==> src/rtl/traffic_pkg.sv <==
// Shared encodings for the traffic lamp / pedestrian controller: light codes,
// pedestrian FSM states and 7-segment patterns (active-high, gfedcba).
package traffic_pkg;

  typedef enum logic [1:0] {
    RED     = 2'b00,
    YELLOW  = 2'b01,
    GREEN   = 2'b10,
    INVALID = 2'b11
  } light_t;

  typedef enum logic [1:0] {
    IDLE  = 2'b00,
    WAIT  = 2'b01,
    WALK  = 2'b10,
    CLEAR = 2'b11
  } ped_state_t;

  localparam logic [6:0] SEG_0 = 7'b0111111;
  localparam logic [6:0] SEG_1 = 7'b0000110;
  localparam logic [6:0] SEG_2 = 7'b1011011;
  localparam logic [6:0] SEG_3 = 7'b1001111;
  localparam logic [6:0] SEG_4 = 7'b1100110;
  localparam logic [6:0] SEG_5 = 7'b1101101;
  localparam logic [6:0] SEG_6 = 7'b1111101;
  localparam logic [6:0] SEG_7 = 7'b0000111;
  localparam logic [6:0] SEG_8 = 7'b1111111;
  localparam logic [6:0] SEG_9 = 7'b1101111;

  function automatic logic [6:0] seg7_pattern(input logic [3:0] v);
    case (v)
      4'd0:    return SEG_0;
      4'd1:    return SEG_1;
      4'd2:    return SEG_2;
      4'd3:    return SEG_3;
      4'd4:    return SEG_4;
      4'd5:    return SEG_5;
      4'd6:    return SEG_6;
      4'd7:    return SEG_7;
      4'd8:    return SEG_8;
      4'd9:    return SEG_9;
      default: return 7'b0000000;
    endcase
  endfunction

endpackage

==> src/rtl/seg7_dec.sv <==
// Single decimal digit to 7-segment (gfedcba) decoder with a blanking input.
module seg7_dec
  import traffic_pkg::*;
(
  input  logic [3:0] value,
  input  logic       blank,
  output logic [6:0] seg
);

  always_comb begin
    seg = blank ? 7'b0000000 : seg7_pattern(value);
  end

endmodule

==> src/rtl/traffic_lamp_ped_ctrl.sv <==
// Lamp driver, countdown display and pedestrian WALK sequencer, all slaved to
// a registered copy of the light controller's state and timer.
module traffic_lamp_ped_ctrl
  import traffic_pkg::*;
#(
  parameter int FLASH_DIV = 8
) (
  input  logic       clk,
  input  logic       rst,
  input  logic [1:0] light_state,
  input  logic [3:0] timer,
  input  logic       ped_btn,
  output logic       lamp_red,
  output logic       lamp_yellow,
  output logic       lamp_green,
  output logic       walk,
  output logic       dont_walk,
  output logic       ped_wait,
  output logic [6:0] seg_tens,
  output logic [6:0] seg_ones,
  output logic       fault
);

  light_t     st_q, st_d, st_prev_q, st_prev_d;
  logic [3:0] tm_q, tm_d;
  logic       btn_q, btn_d, btn_prev_q, btn_prev_d;
  ped_state_t ps_q, ps_d;
  logic       pend_q, pend_d;
  logic [7:0] cnt_q, cnt_d;
  logic       flash_q, flash_d;
  logic       walk_q, walk_d, dw_q, dw_d, pw_q, pw_d;

  logic       btn_edge, red_entry, restart;
  logic       tens_blank;
  logic [3:0] ones_val;

  assign fault     = (st_q == INVALID);
  assign btn_edge  = btn_q & ~btn_prev_q;
  assign red_entry = (st_q == RED) && (st_prev_q != RED);

  always_comb begin
    st_d       = light_t'(light_state);
    tm_d       = timer;
    btn_d      = ped_btn;
    st_prev_d  = st_q;
    btn_prev_d = btn_q;
    ps_d       = ps_q;
    pend_d     = pend_q;

    if (fault) begin
      ps_d   = IDLE;
      pend_d = 1'b0;
    end else begin
      case (ps_q)
        IDLE: if (btn_edge) ps_d = WAIT;
        // A red phase that starts with too little time left skips WALK.
        WAIT: if (red_entry) ps_d = (tm_q <= 4'd3) ? CLEAR : WALK;
        WALK: begin
          if (btn_edge) pend_d = 1'b1;
          if (st_q == RED && tm_q <= 4'd3) ps_d = CLEAR;
        end
        CLEAR: begin
          if (btn_edge) pend_d = 1'b1;
          if (st_q != RED) begin
            ps_d   = (pend_q || btn_edge) ? WAIT : IDLE;
            pend_d = 1'b0;
          end
        end
        default: ps_d = IDLE;
      endcase
    end

    // Restart aligned with the edge that makes fault/CLEAR visible, so the
    // flashing lamp starts ON in its first cycle.
    restart = (st_d == INVALID && st_q != INVALID) || (ps_d == CLEAR && ps_q != CLEAR);
    if (restart) begin
      cnt_d   = 8'd0;
      flash_d = 1'b1;
    end else if (cnt_q == 8'(FLASH_DIV - 1)) begin
      cnt_d   = 8'd0;
      flash_d = ~flash_q;
    end else begin
      cnt_d   = cnt_q + 8'd1;
      flash_d = flash_q;
    end

    walk_d = (ps_d == WALK);
    dw_d   = (ps_d == WALK) ? 1'b0 : (ps_d == CLEAR) ? flash_d : 1'b1;
    pw_d   = (ps_d == WAIT) || pend_d;
  end

  always_ff @(posedge clk) begin
    if (rst) begin
      st_q       <= RED;
      st_prev_q  <= RED;
      tm_q       <= 4'd0;
      btn_q      <= 1'b1;
      btn_prev_q <= 1'b1;
      ps_q       <= IDLE;
      pend_q     <= 1'b0;
      cnt_q      <= 8'd0;
      flash_q    <= 1'b1;
      walk_q     <= 1'b0;
      dw_q       <= 1'b1;
      pw_q       <= 1'b0;
    end else begin
      st_q       <= st_d;
      st_prev_q  <= st_prev_d;
      tm_q       <= tm_d;
      btn_q      <= btn_d;
      btn_prev_q <= btn_prev_d;
      ps_q       <= ps_d;
      pend_q     <= pend_d;
      cnt_q      <= cnt_d;
      flash_q    <= flash_d;
      walk_q     <= walk_d;
      dw_q       <= dw_d;
      pw_q       <= pw_d;
    end
  end

  assign lamp_red    = (st_q == RED);
  assign lamp_green  = (st_q == GREEN);
  assign lamp_yellow = fault ? flash_q : (st_q == YELLOW);
  assign walk        = walk_q;
  assign dont_walk   = dw_q;
  assign ped_wait    = pw_q;

  assign tens_blank = fault || (tm_q < 4'd10);
  assign ones_val   = (tm_q >= 4'd10) ? (tm_q - 4'd10) : tm_q;

  seg7_dec u_tens (
    .value (4'd1),
    .blank (tens_blank),
    .seg   (seg_tens)
  );

  seg7_dec u_ones (
    .value (ones_val),
    .blank (fault),
    .seg   (seg_ones)
  );

endmodule

==> config.mk <==
export PLATFORM = sky130hd
export DESIGN_NAME = traffic_lamp_ped_ctrl
export DESIGN_NICKNAME = d
export VERILOG_FILES = /design/src/rtl/traffic_pkg.sv /design/src/rtl/seg7_dec.sv /design/src/rtl/traffic_lamp_ped_ctrl.sv
export SDC_FILE = /design/constraint.sdc
export NUM_CORES = 1
export LEC_CHECK = 0
export CAP_MARGIN = 20
export CELL_PAD_IN_SITES_DETAIL_PLACEMENT = 1
export CELL_PAD_IN_SITES_GLOBAL_PLACEMENT = 1
export CORE_MARGIN = 1.5
export CORE_UTILIZATION = 36
export CTS_CLUSTER_SIZE = 10
export DETAILED_ROUTE_END_ITERATION = 8
export PLACE_DENSITY_LB_ADDON = 0.1
export SKIP_LAST_GASP = 1
export SLEW_MARGIN = 20
export SYNTH_ARGS = -nofsm -noshare
export SYNTH_HDL_FRONTEND = slang
export SYNTH_SLANG_ARGS = --single-unit
export TNS_END_PERCENT = 5
==> constraint.sdc <==
create_clock -name clk -period 2.4 [get_ports clk]
set_clock_uncertainty 0.15 [all_clocks]
set_input_delay 0.24 -clock clk [delete_from_list [all_inputs] [get_ports clk]]
set_output_delay 0.24 -clock clk [all_outputs]
set_load 0.02 [all_outputs]
### Word level (Yosys, flattened, before mapping)

Memories as Yosys holds them, arrays and structs flattened.
Index checks and enable logic that the tools add are counted.

* add/sub/neg operators: 2
* $lt $le $gt $ge: 3
* eq/ne operators: 13
* muxes and demuxes: 20
* bitwise logic cells: 3
* reduce and logical (&&, ||, !) cells: 13

Operator list (number)
* 2-bit == test, second input constant: 7
* 7-bit two-way mux: 2
* 1-bit two-way mux: 10
* 2-bit two-way mux: 5
* 8-bit by 1-bit adder with 8-bit output, second input constant: 1
* 8-bit by 3-bit == test with 1-bit output, second input constant: 1
* 2-bit case mux with 4 select lines: 1
* 2-bit by 1-bit == test with 1-bit output, second input constant: 3
* 4-bit greater-or-equal comparator, second input constant: 1
* 4-bit by 2-bit <= comparator with 1-bit output, second input constant: 1
* 1-bit logical AND: 4
* 2-bit zero test: 2
* 1-bit logical OR: 4
* 4-bit less-than comparator, second input constant: 1
* 4-bit two-way mux: 1
* 2-bit inequality test, second input constant: 2
* 2-bit nonzero test: 2
* 4-bit subtractor, second input constant: 1
* 3-bit OR reduction: 1
* 1-bit inverter: 2
* 1-bit case mux with 2 select lines: 1
* 1-bit AND: 1

* register bits: 25
* bits in read-only memories: 224
* output and inout port bits: 21
* word-level logic and storage cells: 68
* memories kept: 2

Memory list
* (no name shown): words 16, width 7, rd ports 1, clocked after Yosys merged registers in 0, write ports 0, line traffic_pkg.sv:31 `case (v)`
* (no name shown): words 16, width 7, rd ports 1, clocked after Yosys merged registers in 0, write ports 0, line traffic_pkg.sv:31

### Longest topological paths before layout

Gate-level depths: netlist (run 1).

* word-level depth: 13
* depth in mapped cells: 7

### By module

A second synthesis (run 1) with hierarchy kept.

* cells, all modules: 172
* area total of the unflattened synthesis: 1517.7 sq um

Modules (own cells, without submodules)
* traffic_lamp_ped_ctrl: times used 1, cells each 110, area each 1057.3 sq um, seq. area each 500.5 sq um
* seg7_dec: times used 2, cells each 31, area each 230.2 sq um, seq. area each 0.0 sq um

### Worst setup path after synthesis (run 1)

No wires, ideal clock.

* kind: register -> output
* start: reg tm_q[3]
* end: out seg_ones[3]
* data arrival time: 1.853 ns
* path slack: 0.157 ns
* cell stages (with the launch flop): 7
* path buffers: 1
* cell sequence: dfxtp_1 > buf_2 > and3b_1 > or2_2 > ha_1 > mux2_2 > a21oi_1

* longest elaborated chain between the ends: 4

RTL lines
* start: declaration: line traffic_lamp_ped_ctrl.sv:25 `logic [3:0] tm_q, tm_d;`
* start signal: assignment: line traffic_lamp_ped_ctrl.sv:109 `tm_q <= tm_d;`
* 4-bit subtractor or 4-bit greater-or-equal comparator (tied branches): line traffic_lamp_ped_ctrl.sv:130 `assign ones_val = (tm_q >= 4'd10) ? (tm_q - 4'd10) : tm_q;`
* 4-bit two-way mux (*): line traffic_lamp_ped_ctrl.sv:130
* memory 16 x 7 bit (*)
* 7-bit two-way mux (*): line seg7_dec.sv:11 `seg = blank ? 7'b0000000 : seg7_pattern(value);`
* end: declaration: line traffic_lamp_ped_ctrl.sv:20 `output logic [6:0] seg_ones,`

Mark *: on every way between the ends. The rest lies on a longest branch, timed or not.

### Final worst setup path (run 1)

* start: reg tm_q[1]
* end: out seg_ones[0]

The elaborated chain is that of the path after synthesis.

==> qor.yml, run 1 <==
status:
  status: "complete, no violations"
placed_design:
  gp_congestion: 0.758
  place_area_sq_um: 1640
  portBuffers: 24
  place.detailed.hpwl_mm: 2.41
  dpl_worst_slack_ns: -0.188
flow_run:
  max_cap_violations: 0
power_and_ir_drop:
  power_density_nw_per_um2: 520
  p_clk_share_pct: 27.7
  power_mw: 0.889
  power_leakage_nw: 0.697
  switching_share_pct: 27.7
  p_seq_share_pct: 49.7
  p_switching_mw: 0.246
  p_comb_share_pct: 22.5
  ir_drop_v: 0.000290
  p_int_mw: 0.643
critical_path:
  r2r-start: "cnt_q[0]$_SDFF_PP0_"
  worstSetupPathType: "register to output pin"
  crit_required_ns: 2.01
  start_kind: "register"
  worstPathArrival_ns: 1.93
  critPathMaxFanout: 4
  end_kind: "output pin"
  cp-startpoint: "tm_q[1]$_SDFF_PP0_"
die:
  die_h_microns: 63.6
  row_count: 21
  ios: 30
  initial_core_util_pct: 38.4
  dieArea_sq_um: 4050
  core_area_sq_um: 3440
  chipWidth_microns: 63.6
clocking:
  clockBufferDepth: 2
  hold_buffers: 0
  clk_latency_ns: 0.27
  cts_buffers: 3
  htree_num_levels: 1
  cts-root-buf: "clkbuf_8"
  cts_sinks: 25
  cts_tree: "done"
  clk_pin_slew_worst_paths_ns: 0.08
layout:
  fin_util_pct: 49.7
  antennaDiodeCount: 0
  final_common_cell: "dfxtp_1"
  final-seq-area_sq_um: 507
  drive_above_1_share_pct: 21.9
  most-common-layout-cells: "22 x dfxtp_1, 17 x clkdlybuf4s50_1, 14 x buf_4, 11 x nor2b_1"
  synthToLayoutAreaGrowth_pct: 29.3
  nNetsFinal: 201
  finalInstanceArea_sq_um: 1710
  nFillCells: 414
  multi_input_area_sq_um: 776
global_route:
  gr-usage-all-layers_pct: 17.3
  grt-ovfl-total: 0
  grt_pass1_vias: 1237
  antenna_found_initial: 0
  grt_pass1_wl_mm: 5.53
  grt_max_degree: 15
timing:
  tightestPinTransition_ns: 0.556
  setup_viol: 0
  fin_setup_tns_ns: 0
  fin_crit_ns: 2.32
  slew_headroom_pct: 62.0
  rsz0062_at_grt: "true"
  fin_ws_ns: 0.0801
  finalCritPeriodShare_pct: 96.7
  drv_slew: 0
  finalHoldViolations: 0
  max_freq_mhz: 431
route:
  ant_nets: 0
  viasPerCell: 4.96
  wl_per_cell_microns: 13.5
  routed_wl_mm: 3.09
  drt_iter0_markers: 40
  vias: 1136
  firstDrtPassIters: 4
  drc: 0
synth:
  synth_cell_types: 45
  synthCells: 150
  ys_ff_latch: 25
  yosysWarnings: 0
  ys_seq_area_share_pct: 37.8
  syn_avg_cell_area_sq_um: 8.82
  netlist_area_sq_um: 1320
worst_hold_path:
  worstHoldPathType: "register to register"
  min_from: "btn_prev_d$_SDFF_PP1_"
[final timing paths]
check / endpoint / slack [ns] / depth (start not counted)
worst min register to register: btn_prev_q$_SDFF_PP1_ / 0.29 / 1
worst max-delay path: seg_ones[0] / 0.08 / 8
worst max register to register: dont_walk$_SDFF_PP1_ / 0.31 / 5
worst min-delay path: btn_prev_q$_SDFF_PP1_ / 0.29 / 1
[power groups by stage]
stage | combinational (mW) | sequential, mW | clock (mW)
global placement | 0.195 | 0.451 | 0
finish | 0.200 | 0.442 | 0.246
floorplan | 0.121 | 0.450 | 0
CTS | 0.190 | 0.443 | 0.258
global route | 0.221 | 0.446 | 0.271
detailed placement | 0.201 | 0.453 | 0
[through the flow]
stage	hold WS, ns	cells
after floorplan	0.162	154
after global placement	0.269	224
after detailed placement	0.281	224
after CTS	0.302	228
after global routing	0.330	229
final	0.294	229
[layout make-up]
class	count	share of cell area [%]
sequential	25	29.6
tap	46	3.37
multi-input combinational	111	45.4
clock buffer	4	2.63
inverter	8	1.76
timing repair buffer	35	17.3
[registers in the layout, indices dropped and copies added, names as in the netlist]
| name | cells |
|---|---|
| ped_wait | 1 |
| flash_q | 1 |
| tm_q | 4 |
| walk | 1 |
| btn_prev_d | 1 |
| dont_walk | 1 |
| cnt_q | 8 |
| ps_q | 2 |
| st_prev_d | 2 |
| btn_prev_q | 1 |
| st_prev_q | 2 |
| pend_q | 1 |
[synth_stat cells (all sizes together)]
master,number,area (sq um)
a2111oi,1,8.76
a211o,1,8.76
a211oi,3,22.5
a21boi,1,7.51
a21o,1,7.51
a21oi,4,20.0
a311o,1,10.0
a311oi,1,8.76
a31oi,2,12.5
and2,3,18.8
and2b,1,7.51
and3,3,23.8
and3b,1,8.76
buf,8,61.3
clkbuf,2,7.51
conb,1,3.75
dfxtp,25,500
ha,8,100
inv,8,30.0
maj3,1,10.0
mux2,2,22.5
nand2,8,30.0
nand2b,2,12.5
nand3,3,15.0
nand4,1,6.26
nor2,9,33.8
nor2b,11,68.8
nor3,9,45.0
nor3b,2,15.0
nor4bb,1,10.0
o211ai,1,7.51
o21a,2,15.0
o21ai,7,35.0
o21bai,2,15.0
o22a,1,8.76
o22ai,1,6.26
o311ai,1,8.76
or2,4,25.0
or3,1,11.3
xnor2,4,35.0
xor2,2,17.5
[logic make-up after synthesis]
family,after synthesis,share of synthesized area (%)
and+or+nand+nor,59,25.1
AOI/OAI and AO/OA,30,15.3
DFF,25,37.8
buffers and inverters,18,7.47
adders and majority gates,9,8.33
xor gates and xnor gates,6,3.97
muxes,2,1.70
other,1,0.284
[critical path, stage by stage, from the launching register on]
cell and delay [ns]:
dfxtp_4 0.35, and3b_1 0.22, or2_4 0.14, buf_4 0.12
inv_2 0.05, ha_1 0.19, mux2_2 0.26, a21oi_1 0.14
buf_2 0.18
[what timing repair did]
item                                    4_1_cts  5_1_grt
endpoints found under the setup margin        7        7
gates resized for setup                       8       36
buffers inserted                              0        1
pin swaps                                     0        2
[per-layer routing]
layer	vias to the layer above	wire, microns	track usage (%)
li1	579	-	-
met1	529	1340	19.6
met2	21	1620	31.1
met3	7	61	2.14
met4	0	78	9.51
met5	-	0	0
Power figures use the tool's default switching activity.
==> run 2, diff against run 1 <==
--- a/config.mk
+++ b/config.mk
@@ -6,10 +6,10 @@
 export NUM_CORES = 1
 export LEC_CHECK = 0
 export CAP_MARGIN = 20
-export CELL_PAD_IN_SITES_DETAIL_PLACEMENT = 1
-export CELL_PAD_IN_SITES_GLOBAL_PLACEMENT = 1
+export CELL_PAD_IN_SITES_DETAIL_PLACEMENT = 2
+export CELL_PAD_IN_SITES_GLOBAL_PLACEMENT = 2
 export CORE_MARGIN = 1.5
-export CORE_UTILIZATION = 36
+export CORE_UTILIZATION = 29
 export CTS_CLUSTER_SIZE = 10
 export DETAILED_ROUTE_END_ITERATION = 8
 export PLACE_DENSITY_LB_ADDON = 0.1
==> constraint.sdc (replaced) <==
create_clock -name clk -period 2.6 [get_ports clk]
set_clock_uncertainty 0.15 [all_clocks]
set_input_delay 0.26 -clock clk [delete_from_list [all_inputs] [get_ports clk]]
set_output_delay 0.26 -clock clk [all_outputs]
set_load 0.02 [all_outputs]
==> run 2 against run 1 <==
  * The run now ends with setup timing left
  * Core utilization shrank 11 points
  * Largest cell class unchanged
  * Via count grew 0.97%
  * Die area grew 23%
  * Sequential power shrank 7.2%
  * Setup slack lost 0.16 ns
  * Count of clock-buffer cells in the layout is the same
  * Critical path depth shrank 2
  * Cell count grew 1.7%
  * Final area shrank 1.7%
==> qor.yml, run 2 (synthesized netlist as in run 1, its figures left out) <==
global_route:
  antenna_found_initial: 0  # unchanged
  grt_pass1_vias: 1248  # +0.89%
  gr-usage-all-layers_pct: 15.8  # -1.5 points
  grt_pass1_wl_mm: 6.29  # +14%
  grt-ovfl-total: 0  # unchanged
  grt_max_degree: 15  # unchanged
route:
  viasPerCell: 4.92  # -0.77%
  firstDrtPassIters: 4  # unchanged
  wl_per_cell_microns: 15.6  # +15%
  routed_wl_mm: 3.62  # +17%
  drc: 0  # unchanged
  vias: 1147  # +0.97%
  drt_iter0_markers: 37  # -7.5%
  ant_nets: 0  # unchanged
die:
  chipWidth_microns: 70.5  # +11%
  ios: 30  # unchanged
  dieArea_sq_um: 4970  # +23%
  die_h_microns: 70.5  # +11%
  core_area_sq_um: 4380  # +27%
  initial_core_util_pct: 30.2  # -8.3 points
  row_count: 24  # +14%
power_and_ir_drop:
  p_int_mw: 0.587  # -8.6%
  power_leakage_nw: 0.688  # -1.3%
  p_clk_share_pct: 28.0  # +0.3 points
  switching_share_pct: 28.1  # +0.39 points
  power_density_nw_per_um2: 486  # -6.6%
  p_switching_mw: 0.229  # -6.9%
  p_comb_share_pct: 21.8  # -0.7 points
  p_seq_share_pct: 50.2  # +0.5 points
  ir_drop_v: 0.000244  # -16%
layout:
  largest_reg_flops: 8  # unchanged
  drive_above_1_share_pct: 11.0  # -11 points
  fin_cells: 233  # +1.7%
  nNetsFinal: 199  # -1.0%
  top_regs: "cnt_q: 8 flops, tm_q: 4 flops"
  regMostFlops: "cnt_q"
  antennaDiodeCount: 0  # unchanged
  synthToLayoutAreaGrowth_pct: 27.2
  most-common-layout-cells: "25 x dfxtp_1, 17 x clkdlybuf4s50_1, 11 x nor2b_1"
  final_common_cell: "dfxtp_1"
critical_path:
  start_kind: "register"
  end_kind: "output pin"
  worstSetupPathType: "register to output pin"
  worstPathArrival_ns: 2.27  # +0.34 ns
  critPathMaxFanout: 6  # +2
  crit_required_ns: 2.19  # +0.18 ns
timing:
  setup_viol: 4  # +4
  drv_slew: 0  # unchanged
  rsz0062_at_grt: "true"
  timing.hold.ws_ns: 0.305  # +0.0108 ns
  tightestPinTransition_ns: 0.680  # +0.124 ns
  fin_ws_ns: -0.0772  # -0.157 ns
  slew_headroom_pct: 53.5  # -8.5 points
  finalCritPeriodShare_pct: 103
  fin_crit_ns: 2.68
  finalHoldViolations: 0  # unchanged
  max_freq_mhz: 374
clocking:
  cts_tree: "done"
  cts_sinks: 25  # unchanged
  clk_pin_slew_worst_paths_ns: 0.08  # about the same
  cts_buffers: 3  # unchanged
  clockBufferDepth: 2  # unchanged
  cts_setup_buffers: 0  # unchanged
  cts-root-buf: "clkbuf_8"
  hold_buffers: 0  # unchanged
  htree_num_levels: 1  # unchanged
  clk_latency_ns: 0.26  # about the same
placed_design:
  portBuffers: 24  # unchanged
  dp.cells: 229  # +2.2%
  gp_congestion: 0.764  # +0.74%
  place.detailed.hpwl_mm: 2.86  # +19%
status:
  violations: "setup timing"
  status: "complete, but fails checks"
worst_hold_path:
  worstHoldPathType: "register to register"
flow_run:
  max_cap_violations: 0  # unchanged
## run 2: layout make-up
cell class / instances / area [sq um]
sequential: 25 / 500
multi-input combinational: 111 / 738
timing repair buffer: 33 / 303
inverter: 8 / 30.0
fill: 508 / 2700
clock buffer: 4 / 45.0
tap: 52 / 65.1
## run 2: worst paths after layout
| check | slack [ns] | from | to | depth (start not counted) |
|---|---|---|---|---|
| setup / recovery | -0.08 | tm_q[1]$_SDFF_PP0_ | seg_ones[3] | 6 |
| hold / removal | 0.31 | btn_prev_d$_SDFF_PP1_ | btn_prev_q$_SDFF_PP1_ | 1 |
| setup reg to reg | 0.38 | cnt_q[0]$_SDFF_PP0_ | dont_walk$_SDFF_PP1_ | 5 |
| hold reg to reg | 0.31 | btn_prev_d$_SDFF_PP1_ | btn_prev_q$_SDFF_PP1_ | 1 |
## run 2: worst max-delay path, stage by stage, from the launching register on
cell and delay [ns]:
dfxtp_1 0.42, and3b_1 0.21, or2_2 0.33, ha_1 0.29
mux2_2 0.26, a21oi_1 0.13, dlygate4sd2_1 0.35
## run 2: routing by layer
layer / share of wire [%] / global-route usage [%]
met1: 42 / 17.7
met2: 54 / 30.5
met3: 3.5 / 3.28
met4: 0.66 / 3.77
met5: 0 / 0
## run 2: power groups by stage
stage	logic (mW)	clock network [mW]	registers, mW
2_1_floorplan	0.112	0	0.415
3_3_place_gp	0.182	0	0.418
3_5_place_dp	0.190	0	0.419
4_1_cts	0.183	0.242	0.410
5_1_grt	0.197	0.258	0.413
6_report	0.178	0.229	0.410
## run 2: what timing repair did
| item | in CTS | in global routing |
|---|---|---|
| resized for setup | 7 | 1 |
| endpoints found under the setup margin | 7 | 7 |
| gates cloned | 0 | 0 |
## run 2: stage by stage
step / worst slack (ns) / instance area [sq um] / TNS [ns] / total power, mW / util, %
2_1_floorplan: 0.337 / 1340 / 0 / 0.528 / -
3_3_place_gp: -0.00629 / 1640 / -0.00629 / 0.600 / 37.4
3_5_place_dp: -0.0841 / 1640 / -0.258 / 0.609 / 37.4
4_1_cts: -0.181 / 1680 / -0.620 / 0.835 / 38.3
5_1_grt: -0.249 / 1680 / -1.27 / 0.868 / 38.4
6_report: -0.0772 / 1680 / -0.226 / 0.817 / 38.4
